File: src/rtl/ascon_pkg.sv
// Shared Ascon types: the five-word permutation state and the 4-bit round index.
package ascon_pkg;

    // Packed with an ascending word range so element 0 is S0 and element 4 is S4.
    typedef logic [0:4][63:0] ascon_state_t;
    typedef logic [3:0]       rnd_t;

endpackage

File: src/rtl/constant_addition_layer.sv
// Ascon p_C layer: XORs the round constant into S2 and registers the full state.
// The p8 schedule reuses the p12 table shifted by four entries.
module constant_addition_layer
    import ascon_pkg::*;
(
    input  logic         clk_i,
    input  logic         rst_ni,
    input  logic         valid_i,
    input  logic         round_config_i,
    input  rnd_t         rnd_i,
    input  ascon_state_t state_array_i,
    output ascon_state_t state_array_o,
    output logic         valid_o
);

    localparam logic [0:15][63:0] AsconRcLut = '{
        64'hf0, 64'he1, 64'hd2, 64'hc3, 64'hb4, 64'ha5, 64'h96, 64'h87,
        64'h78, 64'h69, 64'h5a, 64'h4b, 64'h3c, 64'h2d, 64'h1e, 64'h0f
    };

    rnd_t         rc_idx;
    ascon_state_t state_next;

    // 4-bit add wraps out-of-range rounds back through the table.
    always_comb begin
        rc_idx        = rnd_i + (round_config_i ? 4'd0 : 4'd4);
        state_next    = state_array_i;
        state_next[2] = state_array_i[2] ^ AsconRcLut[rc_idx];
    end

    always_ff @(posedge clk_i or negedge rst_ni) begin
        if (!rst_ni) begin
            state_array_o <= '0;
            valid_o       <= 1'b0;
        end else begin
            valid_o <= valid_i;
            if (valid_i) state_array_o <= state_next;
        end
    end

endmodule

File: config.mk
export PLATFORM = sky130hd
export DESIGN_NAME = constant_addition_layer
export DESIGN_NICKNAME = d
export VERILOG_FILES = /design/src/rtl/ascon_pkg.sv /design/src/rtl/constant_addition_layer.sv
export SDC_FILE = /design/constraint.sdc
export NUM_CORES = 1
export LEC_CHECK = 0
export ABC_AREA = 1
export CORE_AREA = 2 2 251 253
export DETAILED_ROUTE_END_ITERATION = 10
export DIE_AREA = 0 0 253 255
export PLACE_DENSITY = 0.42
export REMOVE_ABC_BUFFERS = 1
export SYNTH_ARGS = -nofsm -noshare
export SYNTH_HDL_FRONTEND = slang
export SYNTH_SLANG_ARGS = --single-unit
File: constraint.sdc
create_clock -name clk_i -period 0.8 [get_ports clk_i]
set_input_delay 0.24 -clock clk_i [delete_from_list [all_inputs] [get_ports clk_i]]
set_output_delay 0.24 -clock clk_i [all_outputs]
set_load 0.01 [all_outputs]
==> impl_metrics.ini, run 1 <==
[outcome]
status = complete, but fails checks
violations = negative setup slack

[synth]
synth_top_family_by_area = simple AND/OR/NAND/NOR gates
synth.top_cell.area_share = 0.660
synth_area_leader_cell = dfrtp_1
synth-compound-area-share = 0.00247
yosysMostFrequentCell = nand2_1
synth_mux_area_frac = 0
avgSynthCellArea_um2 = 8.90
syn_inst = 1366
synth_cell_types = 14
syn_area_um2 = 12200
seq_area_frac_synth = 0.660
ys_warn_count = 0
synth_edf_count = 0
synthSimpleGateAreaFrac = 0.296
synth_fa_ha_area_frac = 0.00103
ys_async_sr_fraction = 1.00
synthTopCellsByArea = dfrtp_1 66%, nand2_1 29%, buf_2 1.7%
ys_ff_latch = 321
synth_xor_area_frac = 0.00432
synth_flop_cell = dfrtp_1
synth_common_cells = 950 x nand2_1, 321 x dfrtp_1, 42 x buf_2

[die]
core_area_um2 = 62200
io-pin-count = 649
num_rows = 92
die-area_um2 = 64500
fp.dieH_um = 255
start_util = 0.196
die_w_um = 253

[clock_tree]
clock_path_buffers = 3
cts_inserted_buffers = 41
clock_latency_ns = 0.55
clockRootBuffer = clkbuf_16
tritoncts = built
htree_levels = 2
clock_sinks = 321
path_clk_slew_ns = 0.06

[grt]
overflow = 0
grt_pass1_vias = 11800
grt_usage = 0.146
grt_pass1_wl_um = 72000
grtUsageMet3 = 0.0532
met2_usage = 0.252
grt_max_degree = 58
antenna_found_initial = 5
met1_usage = 0.167
grt-busiest-layer = met2

[routing]
drt-pass1-iter-count = 4
vias_per_cell = 3.89
drt_wl_total_um = 49500
postRouteAntennaNets = 0
wire_per_inst_um = 16.5
dr_total_vias = 11700
drt_iter0_drc = 532
drc = 0

[timing]
hold_ws_ns = 0.0644
rsz0062_at_grt = yes
finalSetupViolCount = 333
worstMarginPinSlew_ns = 0.308
drv_slew = 0
fin_crit_ns = 1.36
maxSlewHeadroom = 0.795
fin_skew_ns = 0
hold_viol_final = 0
max_freq_mhz = 733
setup_slack_ns = -0.564
fin_crit_sh = 1.71

[power_and_ir_drop]
pwr_density_cell_nw_per_um2 = 2060
ir_drop_uv = 1310
p_leak_nw = 11.5

[layout]
finalCoreUtilization = 0.356
drive_gt1_frac = 0.263
fin_nets = 2502
fin_cells = 2999
area_growth_pct = 82.1
final_area_um2 = 22100

[setup_path]
cpMaxStageDelayCell = dfrtp_2
worstSetupEndpointType = output port
path_buf_inv = 1
worstPathCellList = buf_12
cp_max_fo = 2
critical-path-max-stage-delay_ns = 0.43
critical_path_class = reg -> out
crit_family = flip-flops
cp-start-kind = register
cp_data_arrival_time_ns = 1.12
cp.required_ns = 0.56

[min_path]
hold_class = in -> reg

[placement]
dpl.cell_count = 2825
place_hpwl_um = 37100
gp_congestion = 0.752
io_buffers = 648
dpl-instance-area_um2 = 20300

[job]
maxCapViolCount = 0
==> flip-flops by register name (all words and copies together) (netlist names) <==
register,cells
valid_o,1
state_array_o,320
==> metrics by stage <==
step / TNS (ns) / total power [mW] / setup slack [ns]
2_1_floorplan: -675.59 / 21.0 / -2.39
3_3_place_gp: -189.20 / 27.6 / -0.659
3_5_place_dp: -189.51 / 27.6 / -0.673
4_1_cts: -177.60 / 45.9 / -0.622
5_1_grt: -180.35 / 47.8 / -0.622
6_report: -162.42 / 45.5 / -0.564
==> final timing paths <==
kind / from / endpoint / slack, ns / cells after the start
hold reg to reg: state_array_o[240] / state_array_o[240] / 0.46 / 2
max in group asynchronous: rst_ni / state_array_o[268] / 0.08 / 4
min in group asynchronous: rst_ni / state_array_o[128] / 0.26 / 3
hold / removal: valid_i / state_array_o[152] / 0.06 / 4
setup / recovery: state_array_o[128] / state_array_o[128] / -0.56 / 1
setup reg to reg: state_array_o[128] / state_array_o[128] / -0.09 / 4
==> what timing repair did <==
action,CTS,global route
setup endpoints to repair,325,329
setup buffers,55,52
cloned,0,0
hold endpoints to repair,321,0
hold buffers,1,0
gates resized for setup,1552,60
pin swaps,2,6
==> area by class of cell <==
cell class,count,area [um^2]
diodes,4,10.0
repair buffers,835,8060
inverters,5,26.3
clock inverters,5,53.8
multi-input cells,969,3740
well taps,799,1000
fillers,6485,40000
flip-flops and latches,321,8030
clock buffers,61,1210
==> cell families (layout without fill, tap and decap cells) <==
kind of cell / after synthesis / in the layout
and+or+nand+nor: 956 / 956
DFF: 321 / 321
buffers and inverters: 76 / 906
AOI/OAI and AO/OA: 6 / 6
xor gates and xnor gates: 6 / 6
adders and majority gates: 1 / 1
other: 0 / 4
==> per-layer routing <==
metal	wire, um	up-vias
li1	-	5717
met1	19000	5472
met2	24600	394
met3	4410	72
met4	1390	2
met5	13	-
==> where the power goes <==
part / internal [mW] / leakage (nW) / switching, mW
Sequential: 17.7 / 3.91 / 0.962
Combinational: 5.23 / 6.95 / 3.89
Clock: 10.7 / 0.624 / 7.04
==> cell usage in the layout, fill, tap and decap left out, drive strengths merged <==
cell and count:
xor2 3, clkdlybuf4s50 323, nand3 5, clkinv 3, ha 1, nand3b 1, inv 6, bufinv 1
o21ai 6, xnor2 3, dlygate4sd3 1, nand2 950, buf 509, dlymetal6s2s 1, clkbuf 61, diode 4
dfrtp 321, dlygate4sd2 1
(Power assumes the default switching activity.)
==> run 2, diff against run 1 <==
- PLACE_DENSITY: 0.42 -> not set
==> run 2 against run 1 <==
The run still ends with negative setup slack left. Via count up 1.5%. First-iteration DRC count up 36%. Hold slack improved by 0.036 ns. Cell count increased by 0.60%. Global-route usage fell by 1.6 points. Combinational power shrank 2%. Total power fell by 1.7%. Die area did not move. Sequential power about the same. Clock-buffer cell count fell by 6. Critical endpoint is now state_array_o[180]. Largest cell class is now flip-flops and latches. Highest routed layer unchanged.
==> impl_metrics.ini, run 2 (synthesized netlist as in run 1, its figures left out) <==
[timing]
hold_viol_final = 0
fin_crit_ns = 1.34
maxSlewHeadroom = 0.802
max_freq_mhz = 744
finalSetupViolCount = 340
worstMarginPinSlew_ns = 0.298
fin_crit_sh = 1.68
rsz0062_at_grt = yes
fin_skew_ns = 0
finalSetupTns_ns = -157.61
drv_slew = 0
setup_slack_ns = -0.544

[clock_tree]
cts_inserted_buffers = 37
clock_sinks = 321
htree_levels = 2
clockRootBuffer = clkbuf_16
path_clk_slew_ns = 0.06
clock_path_buffers = 3
clock_latency_ns = 0.53
tritoncts = built

[setup_path]
critical_path_class = reg -> out
cp_data_arrival_time_ns = 1.10
crit_family = flip-flops
cp-start-kind = register
worstSetupEndpointType = output port
worstPathCellList = buf_6
critical-path-max-stage-delay_ns = 0.42
cpMaxStageDelayCell = dfrtp_1
cp_max_fo = 2
cp.required_ns = 0.56
path_buf_inv = 1

[die]
core_area_um2 = 62200
io-pin-count = 649
num_rows = 92
fp.dieH_um = 255
die-area_um2 = 64500
die_w_um = 253
start_util = 0.196

[layout]
largest_register_ff_count = 320
reg_top3 = state_array_o: 320 flops, valid_o: 1 flops
final_common_cell = nand2_1
fin_nets = 2519
area_growth_pct = 80.4
fin_cells = 3017
layout_common_cells = 933 x nand2_1, 323 x clkdlybuf4s50_1, 321 x dfrtp_1, 180 x buf_6, 176 x buf_4
regMostFlops = state_array_o
drive_gt1_frac = 0.276

[placement]
dp_slack_ns = -0.673
place_hpwl_um = 33500
io_buffers = 648
gp_congestion = 0.837
dpl.cell_count = 2825

[outcome]
status = complete, but fails checks
violations = negative setup slack

[grt]
grt_max_degree = 49
overflow = 0
antenna_found_initial = 5
grt_pass1_wl_um = 65900
grt_pass1_vias = 11800
grt_usage = 0.130

[routing]
dr_total_vias = 11800
wire_per_inst_um = 14.9
drt_wl_total_um = 45100
postRouteAntennaNets = 0
drt-pass1-iter-count = 5
vias_per_cell = 3.92
drc = 0
drt_iter0_drc = 725

[power_and_ir_drop]
p_seq_frac = 0.416
p_leak_nw = 11.5
total_power_mw = 44.8
p_sw_mw = 11.6
ir_drop_uv = 1420
p_int_mw = 33.1
comb_power_share = 0.199
clkPwrFrac = 0.384
pwr_density_cell_nw_per_um2 = 2040
switching_share = 0.260

[min_path]
hold_class = in -> reg

[job]
maxCapViolCount = 0
[run 2: cell types whose count changed in the layout (fill, tap and decap cells not counted), sizes merged]
cell	previous run	this run
buf	509	530
clkbuf	61	55
clkinv	3	7
diode	4	2
bufinv	1	2
dlygate4sd2	1	0
dlymetal6s2s	1	2
[run 2: power by group through the flow]
| stage | logic, mW | registers [mW] | clock network [mW] |
|---|---|---|---|
| final | 8.93 | 18.6 | 17.2 |
| after global placement | 8.59 | 18.7 | 0 |
| after global routing | 9.69 | 18.8 | 18.4 |
| after detailed placement | 8.66 | 18.8 | 0 |
| after CTS | 8.40 | 18.6 | 17.8 |
| after floorplan | 1.54 | 19.4 | 0 |
[run 2: stage by stage]
stage,util,area [um^2],hold WS [ns]
final,0.353,21900,0.100
after global routing,0.353,21900,0.0698
after CTS,0.340,21200,0.0429
after detailed placement,0.325,20200,0.187
after global placement,0.325,20200,0.187
after floorplan,-,11700,-0.0556
[run 2: layer usage]
metal / up-vias / GRT usage / part of all wire / wire [um]
met5: - / 0 / 0.00080 / 36
met4: 6 / 0.0507 / 0.034 / 1530
met3: 89 / 0.0431 / 0.084 / 3800
met2: 455 / 0.226 / 0.50 / 22500
met1: 5543 / 0.147 / 0.38 / 17200
li1: 5743 / - / - / -
[run 2: worst paths after layout]
kind                                    start  slack (ns)            endpoint  cells after the start
setup / recovery           state_array_o[180]       -0.54  state_array_o[180]                      1
hold / removal                        valid_i        0.10             valid_o                      2
setup reg to reg           state_array_o[220]       -0.05  state_array_o[220]                      4
hold reg to reg            state_array_o[314]        0.46  state_array_o[314]                      2
max in group asynchronous              rst_ni        0.14  state_array_o[255]                      4
min in group asynchronous              rst_ni        0.25  state_array_o[150]                      3
[run 2: layout make-up]
type,count,area (um^2)
antenna,2,5.00
clock buffer,55,1130
clock inverter,10,104
fill,6317,40200
inverter,5,26.3
multi-input combinational,969,3760
sequential,321,8030
tap,799,1000
timing repair buffer,856,7880
[run 2: what timing repair did]
item | CTS | global route
setup endpoints to repair | 323 | 333
resized for setup | 1460 | 66
hold buffers | 1 | 0
endpoints found under the hold margin | 321 | 0
buffers inserted | 62 | 70
pin swaps | 0 | 6
